## src/rtl/fifo_sync_ctrl_if.sv

```systemverilog
// User-side request/status bundle of the synchronous FIFO controller.
interface fifo_sync_ctrl_if #(
    parameter int unsigned DEPTH_LOG2 = 7
);
    logic                  WE;
    logic                  RE;
    logic [DEPTH_LOG2-1:0] RAM_WADDR;
    logic                  RAM_WEN;
    logic [DEPTH_LOG2-1:0] RAM_RADDR;
    logic                  RAM_REN;
    logic                  FULL;
    logic                  EMPTY;
    logic                  AFULL;
    logic                  AEMPTY;
    logic [DEPTH_LOG2:0]   WRCNT;
    logic                  OVERFLOW;
    logic                  UNDERFLOW;
    logic                  DVLD;

    // Requester side: issues WE/RE, observes strobes and status.
    modport master (
        output WE, RE,
        input  RAM_WADDR, RAM_WEN, RAM_RADDR, RAM_REN,
        input  FULL, EMPTY, AFULL, AEMPTY, WRCNT,
        input  OVERFLOW, UNDERFLOW, DVLD
    );

    // Controller side.
    modport slave (
        input  WE, RE,
        output RAM_WADDR, RAM_WEN, RAM_RADDR, RAM_REN,
        output FULL, EMPTY, AFULL, AEMPTY, WRCNT,
        output OVERFLOW, UNDERFLOW, DVLD
    );
endinterface

```

## src/rtl/fifo_sync_ctrl.sv

```systemverilog
// Single-clock FIFO controller driving an external RAM: pointers, flags,
// reject pulses and a read-data-valid strobe matched to the RAM read latency.
module fifo_sync_ctrl #(
    parameter int unsigned DEPTH_LOG2 = 7,
    parameter int unsigned RD_LAT     = 2,
    parameter int unsigned AF_THRESH  = 120,
    parameter int unsigned AE_THRESH  = 8
) (
    input  logic              CLOCK,
    input  logic              RESET,
    fifo_sync_ctrl_if.slave   bus
);
    localparam int unsigned PTR_W = DEPTH_LOG2 + 1;
    localparam int unsigned DEPTH = 1 << DEPTH_LOG2;

    logic [PTR_W-1:0]  wptr;
    logic [PTR_W-1:0]  rptr;
    logic [PTR_W-1:0]  count;
    logic              full;
    logic              empty;
    logic              afull;
    logic              aempty;
    logic              overflow;
    logic              underflow;
    logic [RD_LAT-1:0] dvld_sr;

    logic              wr_ok_c;
    logic              rd_ok_c;
    logic [PTR_W-1:0]  wptr_nxt_c;
    logic [PTR_W-1:0]  rptr_nxt_c;
    logic [PTR_W-1:0]  count_nxt_c;

    // Accept decisions from registered flags; occupancy is the wrap-aware pointer difference.
    always_comb begin
        wr_ok_c     = bus.WE & ~full;
        rd_ok_c     = bus.RE & ~empty;
        wptr_nxt_c  = wptr + PTR_W'(wr_ok_c);
        rptr_nxt_c  = rptr + PTR_W'(rd_ok_c);
        count_nxt_c = wptr_nxt_c - rptr_nxt_c;
    end

    // Pointer, occupancy and flag registers; flags reflect the post-edge occupancy.
    always_ff @(posedge CLOCK) begin
        if (RESET) begin
            wptr      <= '0;
            rptr      <= '0;
            count     <= '0;
            full      <= 1'b0;
            empty     <= 1'b1;
            afull     <= 1'b0;
            aempty    <= 1'b1;
            overflow  <= 1'b0;
            underflow <= 1'b0;
        end else begin
            wptr      <= wptr_nxt_c;
            rptr      <= rptr_nxt_c;
            count     <= count_nxt_c;
            full      <= (count_nxt_c == PTR_W'(DEPTH));
            empty     <= (count_nxt_c == '0);
            afull     <= (count_nxt_c >= PTR_W'(AF_THRESH));
            aempty    <= (count_nxt_c <= PTR_W'(AE_THRESH));
            overflow  <= bus.WE & full;
            underflow <= bus.RE & empty;
        end
    end

    // Read-valid delay line; its tail lines up with RAM read data.
    always_ff @(posedge CLOCK) begin
        if (RESET) begin
            dvld_sr <= '0;
        end else begin
            dvld_sr[0] <= rd_ok_c;
            for (int unsigned i = 1; i < RD_LAT; i++) begin
                dvld_sr[i] <= dvld_sr[i-1];
            end
        end
    end

    assign bus.RAM_WADDR = wptr[DEPTH_LOG2-1:0];
    assign bus.RAM_RADDR = rptr[DEPTH_LOG2-1:0];
    assign bus.RAM_WEN   = wr_ok_c;
    assign bus.RAM_REN   = rd_ok_c;
    assign bus.FULL      = full;
    assign bus.EMPTY     = empty;
    assign bus.AFULL     = afull;
    assign bus.AEMPTY    = aempty;
    assign bus.WRCNT     = count;
    assign bus.OVERFLOW  = overflow;
    assign bus.UNDERFLOW = underflow;
    assign bus.DVLD      = dvld_sr[RD_LAT-1];
endmodule

```

## src/flat_wrapper.sv

```systemverilog
// flat-port wrapper written by rule: the top's interface ports become plain ports
module fifo_sync_ctrl_flat 
#(
    parameter int unsigned DEPTH_LOG2 = 7,
    parameter int unsigned RD_LAT     = 2,
    parameter int unsigned AF_THRESH  = 120,
    parameter int unsigned AE_THRESH  = 8
)
  (CLOCK, RESET, bus_WE, bus_RE, bus_RAM_WADDR, bus_RAM_WEN, bus_RAM_RADDR, bus_RAM_REN, bus_FULL, bus_EMPTY, bus_AFULL, bus_AEMPTY, bus_WRCNT, bus_OVERFLOW, bus_UNDERFLOW, bus_DVLD);
  fifo_sync_ctrl_if #(.DEPTH_LOG2(DEPTH_LOG2)) bus_i ();
  input  logic CLOCK;
  input  logic RESET;
  input wire logic [$bits(bus_i.WE)-1:0] bus_WE;
  input wire logic [$bits(bus_i.RE)-1:0] bus_RE;
  output wire logic [$bits(bus_i.RAM_WADDR)-1:0] bus_RAM_WADDR;
  output wire logic [$bits(bus_i.RAM_WEN)-1:0] bus_RAM_WEN;
  output wire logic [$bits(bus_i.RAM_RADDR)-1:0] bus_RAM_RADDR;
  output wire logic [$bits(bus_i.RAM_REN)-1:0] bus_RAM_REN;
  output wire logic [$bits(bus_i.FULL)-1:0] bus_FULL;
  output wire logic [$bits(bus_i.EMPTY)-1:0] bus_EMPTY;
  output wire logic [$bits(bus_i.AFULL)-1:0] bus_AFULL;
  output wire logic [$bits(bus_i.AEMPTY)-1:0] bus_AEMPTY;
  output wire logic [$bits(bus_i.WRCNT)-1:0] bus_WRCNT;
  output wire logic [$bits(bus_i.OVERFLOW)-1:0] bus_OVERFLOW;
  output wire logic [$bits(bus_i.UNDERFLOW)-1:0] bus_UNDERFLOW;
  output wire logic [$bits(bus_i.DVLD)-1:0] bus_DVLD;
  assign bus_i.WE = bus_WE;
  assign bus_i.RE = bus_RE;
  assign bus_RAM_WADDR = bus_i.RAM_WADDR;
  assign bus_RAM_WEN = bus_i.RAM_WEN;
  assign bus_RAM_RADDR = bus_i.RAM_RADDR;
  assign bus_RAM_REN = bus_i.RAM_REN;
  assign bus_FULL = bus_i.FULL;
  assign bus_EMPTY = bus_i.EMPTY;
  assign bus_AFULL = bus_i.AFULL;
  assign bus_AEMPTY = bus_i.AEMPTY;
  assign bus_WRCNT = bus_i.WRCNT;
  assign bus_OVERFLOW = bus_i.OVERFLOW;
  assign bus_UNDERFLOW = bus_i.UNDERFLOW;
  assign bus_DVLD = bus_i.DVLD;
  fifo_sync_ctrl #(.DEPTH_LOG2(DEPTH_LOG2), .RD_LAT(RD_LAT), .AF_THRESH(AF_THRESH), .AE_THRESH(AE_THRESH)) u_core (.CLOCK(CLOCK), .RESET(RESET), .bus(bus_i));
endmodule
```

## config.mk

```make
export PLATFORM = sky130hd
export DESIGN_NAME = fifo_sync_ctrl_flat
export DESIGN_NICKNAME = d
export VERILOG_FILES = /design/src/rtl/fifo_sync_ctrl_if.sv /design/src/rtl/fifo_sync_ctrl.sv /design/src/flat_wrapper.sv
export SDC_FILE = /design/constraint.sdc
export NUM_CORES = 1
export LEC_CHECK = 0
export ABC_CLOCK_PERIOD_IN_PS = 3950
export BUFFER_PORTS_ARGS = -buffer_cell sky130_fd_sc_hd__buf_4
export CAP_MARGIN = 15
export CORE_ASPECT_RATIO = 1.25
export CORE_MARGIN = 2
export CORE_UTILIZATION = 53
export CTS_CLUSTER_SIZE = 28
export DETAILED_ROUTE_END_ITERATION = 10
export HOLD_SLACK_MARGIN = 0.1
export PLACE_DENSITY = 0.81
export SYNTH_ARGS = -nofsm -noshare
export SYNTH_HDL_FRONTEND = slang
export SYNTH_SLANG_ARGS = --single-unit
export TNS_END_PERCENT = 5
```

## constraint.sdc

```tcl
create_clock -name CLOCK -period 3.95 [get_ports CLOCK]
set_clock_uncertainty 0.15 [all_clocks]
set_input_delay 0.395 -clock CLOCK [delete_from_list [all_inputs] [get_ports CLOCK]]
set_output_delay 0.395 -clock CLOCK [all_outputs]
set_load 0.02 [all_outputs]
```

Yosys cells after proc, flatten, opt, wreduce, memory -nomap -nowiden
Cells that the tools add are included.
{"block": "op_classes", "eq_ne": 1, "bitwise": 6, "magnitude_cmp": 2, "n_addsub": 3, "n_reduce_logical": 1}
{"op": "$add 8x1->8", "n": 2}
{"op": "$eq 8x8->1 const B", "n": 1}
{"op": "$ge 8x7->1 const B", "n": 1}
{"op": "$le 8x4->1 const B", "n": 1}
{"op": "$logic_not 8->1", "n": 1}
{"op": "$sub 8x8->8", "n": 1}
{"op": "$and 1x1->1", "n": 4}
{"op": "$not 1->1", "n": 2}
{"block": "word_totals", "out_inout_bits": 31, "ff_bits": 32}

Logic depth before layout (Yosys ltp)
{"block": "logic_depth", "depth_word": 5, "depth_mapped": 12, "depth_no_buf": 12}

Worst setup path before layout
OpenSTA, ideal clock, no wires.
{"block": "synth_path", "path_type": "input -> register", "startpoint": "input port bus_WE", "endpoint": "register u_core.afull (netlist: u_core.bus.AFULL)", "arrival_time_ns": 2.888, "slack_ns": 0.837, "cell_stages": 12, "t_required_ns": 3.725, "setup_ns": 0.075, "cell_sequence": "nor2b_1 -> ha_1 -> inv_1 -> ha_1 -> inv_1 -> fa_1 -> a211oi_1 -> o21bai_1 -> a21oi_2 -> xor2_1 -> or4b_1 -> o22ai_1"}
{"block": "synth_via", "elab_chain_len": 4}
{"item": "from (decl)", "line": "flat_wrapper.sv:13", "rtl": "input wire logic [$bits(bus_i.WE)-1:0] bus_WE;"}
{"item": "$and 1x1->1", "line": "fifo_sync_ctrl.sv:35", "rtl": "wr_ok_c = bus.WE & ~full;"}
{"item": "$add 8x1->8", "line": "fifo_sync_ctrl.sv:37", "rtl": "wptr_nxt_c = wptr + PTR_W'(wr_ok_c);"}
{"item": "net u_core.wptr_nxt_c[0]", "line": "fifo_sync_ctrl.sv:29", "rtl": "logic [PTR_W-1:0] wptr_nxt_c;"}
{"item": "$sub 8x8->8", "line": "fifo_sync_ctrl.sv:39", "rtl": "count_nxt_c = wptr_nxt_c - rptr_nxt_c;"}
{"item": "$ge 8x7->1", "line": "fifo_sync_ctrl.sv:60", "rtl": "afull <= (count_nxt_c >= PTR_W'(AF_THRESH));"}
{"item": "to (signal assigned)", "line": "fifo_sync_ctrl.sv:60"}
{"item": "to (decl)", "line": "fifo_sync_ctrl.sv:21", "rtl": "logic afull;"}
The timed path passes the listed nets, and every way through them passes these cells.
A chain may end at the register's enable or synchronous reset.

Worst setup path after layout
{"block": "layout_path", "startpoint": "register u_core.empty (netlist: u_core.bus.EMPTY)", "endpoint": "register u_core.afull (netlist: u_core.bus.AFULL)"}
{"block": "layout_via", "elab_chain_len": 5}
{"item": "from (decl)", "line": "fifo_sync_ctrl.sv:20", "rtl": "logic empty;"}
{"item": "from (signal assigned)", "line": "fifo_sync_ctrl.sv:59", "rtl": "empty <= (count_nxt_c == '0);"}
{"item": "$not 1->1", "line": "fifo_sync_ctrl.sv:36", "rtl": "rd_ok_c = bus.RE & ~empty;"}
{"item": "$and 1x1->1", "line": "fifo_sync_ctrl.sv:36"}
{"item": "$add 8x1->8", "line": "fifo_sync_ctrl.sv:38", "rtl": "rptr_nxt_c = rptr + PTR_W'(rd_ok_c);"}
{"item": "$sub 8x8->8", "line": "fifo_sync_ctrl.sv:39"}
{"item": "$ge 8x7->1", "line": "fifo_sync_ctrl.sv:60"}
Every way passes these cells.

==> metrics <==
CP Launch Type=flop; Final setup viols=0; diode count=0; Comb power frac=~30%; max cap viols=0; outcome=completed; critical path's most frequent cell=ha_1; CTS tree=done; largest net degree at the start of global routing=34; # rows=22; number of port buffers=34; cell area power density=roughly 480 mW/mm2; Max-slew headroom=75.2%; Primary FF master, synth=dfxtp_1; full die area=roughly 0.0034 mm2; Final WS setup=0.891 ns; Yosys top cell by area=dfxtp_1; synth unique cells=35; Critical Path RT=about 4 ns; Area growth, synth to finish=17.0%; die height=between 60 and 70 um; Worst-path clk slew=about 0.10 ns; Post-synth ARST share=0%; cell count after synthesis=about 150; Setup Fix Bufs, Post-CTS=0; worst slack, placed=between 0.6 and 0.7 ns; Slowest Stage Delay on Critical Path=~0.5 ns; top post-synthesis cells by area=dfxtp_1 41%, ha_1 8.8%, buf_4 6.8%; DRC viols=0; Fin. Hold Viols=0; Int Power=approximately 600 uW; htree depth=2; CTS Buf Count=5; via density per instance=roughly 5.1; Avg Cell Area, Syn=around 10 um2; RSZ-0062 raised after global routing=no; placed cell area=between 0.0015 and 0.002 mm2; cell area after layout=about 0.0018 mm2; DR pass1 iterations=4; family with the most delay on the worst path=adder cells; Total Routed Length=about 2700 um; Leakage Power=0.809 nW; commonest non-fill, non-tap cell in the layout=buf_4; WP buf/inv=0; post-synth top area share=a little over 40%; register area share after synthesis=between 40 and 50%; Hold WS=approximately 0.13 ns; Crit Path Category=reg -> reg; Post-Route Utilization=63.5%; Initial Utilization=54.3%; Clock Power Share=27.9%; clk_lat worst skew=roughly 0.34 ns; crit path cell chain=nor2b_1 -> ha_1 -> ha_1 -> nand3_1 -> xor2_1 -> ha_1 -> o21ai_1 -> o21bai_1 -> a21oi_2 -> xor2_1 -> or4b_1 -> o22ai_1; slowest CP cell=or4b_1; commonest cells after routing, fill and taps aside=34 x buf_4, 32 x dfxtp_1, 19 x nor2_1; Hold-fix buffers, CTS=0; Initial DRC Count=13; first-pass GRT wire length=roughly 4700 um; Routed Antenna Nets=0; overall die width=between 50 and 60 um; fin. max-slew vios=0; Net Sw Power=roughly 270 uW; Cell Area, Synth=around 0.0016 mm2; Worst-Margin Slew=around 0.37 ns; gr usage total=between 10% and 20%; period utilization=~77%; gpl congestion=roughly 0.91; syn nets=170; Remaining Overflow, GRT=0; setup_tns=0 ns; sw frac=between 30% and 40%; CTS Root Cell=clkbuf_4; core area=roughly 0.0029 mm2; DR vias=~1,100; vias in the first global route=~1,100; mean routed wirelength per cell=roughly 13 um; Tightest Hold Check Type=in -> reg; post-layout minimum cycle time=roughly 3 ns; Nets=around 190; Ports=35; Worst VDD drop=0.308 mV; dpl hpwl=~2100 um; crit-path max FO=4; WP data arrival=about 3.2 ns; FMAX=~330 MHz; clk buf depth=2; Post-synth EDFFs=0; number of synthesized register bits=32; initial antenna violation count=0; post-cts sizing count=0; Syn. warnings=0; Sink Count=32; Crit. End Element=flop; sequential share of power=42.2%; layout cells sized above 1=29.1%
==> worst reg2reg max path: cells and delay by family (launching register included) <==
family | cells | cell delay, ns
AO/OA/AOI/OAI | 4 | 0.47
XOR/XNOR | 2 | 0.35
adder cells (fa/ha/maj) | 3 | 0.92
flip-flops | 1 | 0.34
AND/OR/NAND/NOR | 3 | 0.77
==> area by class of cell <==
class                   count  area (um2)
clock inverters             3        42.5
clock buffers               5        37.5
inverters                   4        15.0
flip-flops and latches     32         641
repair buffers             34         255
multi-input cells         101         783
fillers                   255        1040
well taps                  36        45.0
==> cells by family (layout without fill, tap and decap cells) <==
kind of cell	after synthesis	count (layout)	share of synthesized area, %
buffers and inverters	21	46	8.45
AND/OR/NAND/NOR	55	55	20.8
AO/OA/AOI/OAI	15	15	6.52
adder cells (fa/ha/maj)	12	12	10.1
XOR/XNOR	19	19	12.9
flip-flops	32	32	41.2
==> layer usage <==
| metal | GRT usage, % | wire, um | up-vias |
|---|---|---|---|
| li1 | - | - | 543 |
| met1 | 19.7 | 1020 | 493 |
| met2 | 32.0 | 1400 | 37 |
| met3 | 6.91 | 173 | 14 |
| met4 | 11.2 | 103 | 0 |
| met5 | 0 | 0 | - |
==> state kept, by name, indices dropped and copies added, names as in the netlist <==
name	flops
u_core.bus.OVERFLOW	1
u_core.wptr	8
u_core.bus.UNDERFLOW	1
u_core.rptr	8
u_core.bus.FULL	1
u_core.bus.EMPTY	1
u_core.dvld_sr	2
u_core.bus.AEMPTY	1
u_core.bus.WRCNT	8
u_core.bus.AFULL	1
==> worst paths after layout <==
path                     start                  end  slack, ns  depth (start not counted)
max           u_core.bus.EMPTY     u_core.bus.AFULL       0.89                         12
min                     bus_WE  u_core.bus.OVERFLOW       0.13                          3
max reg2reg   u_core.bus.EMPTY     u_core.bus.AFULL       0.89                         12
min reg2reg  u_core.dvld_sr[0]    u_core.dvld_sr[1]       0.30                          1
==> power groups by stage <==
stage	Clock [mW]	Sequential, mW	Combinational (mW)
after floorplan	0	0.414	0.150
after CTS	0.253	0.372	0.266
after global placement	0	0.378	0.260
after global routing	0.267	0.374	0.290
final	0.245	0.371	0.263
after detailed placement	0	0.379	0.264
==> cells in the mapped netlist (2+ instances only) <==
| cell type | n |
|---|---|
| a21o_1 | 3 |
| a21oi_1 | 2 |
| a31o_1 | 2 |
| and3_4 | 2 |
| buf_4 | 14 |
| clkbuf_1 | 3 |
| dfxtp_1 | 32 |
| ha_1 | 11 |
| inv_1 | 3 |
| nand2_1 | 5 |
| nand3_1 | 6 |
| nor2_1 | 19 |
| nor2b_1 | 14 |
| o21ai_1 | 3 |
| xnor2_1 | 8 |
| xor2_1 | 8 |
==> stage by stage <==
step / std cells / total power [mW]
3_3_place_gp: 207 / 0.637
6_report: 215 / 0.878
2_1_floorplan: 154 / 0.564
5_1_grt: 215 / 0.931
3_5_place_dp: 207 / 0.643
4_1_cts: 215 / 0.890
Power figures use the tool's default switching activity.
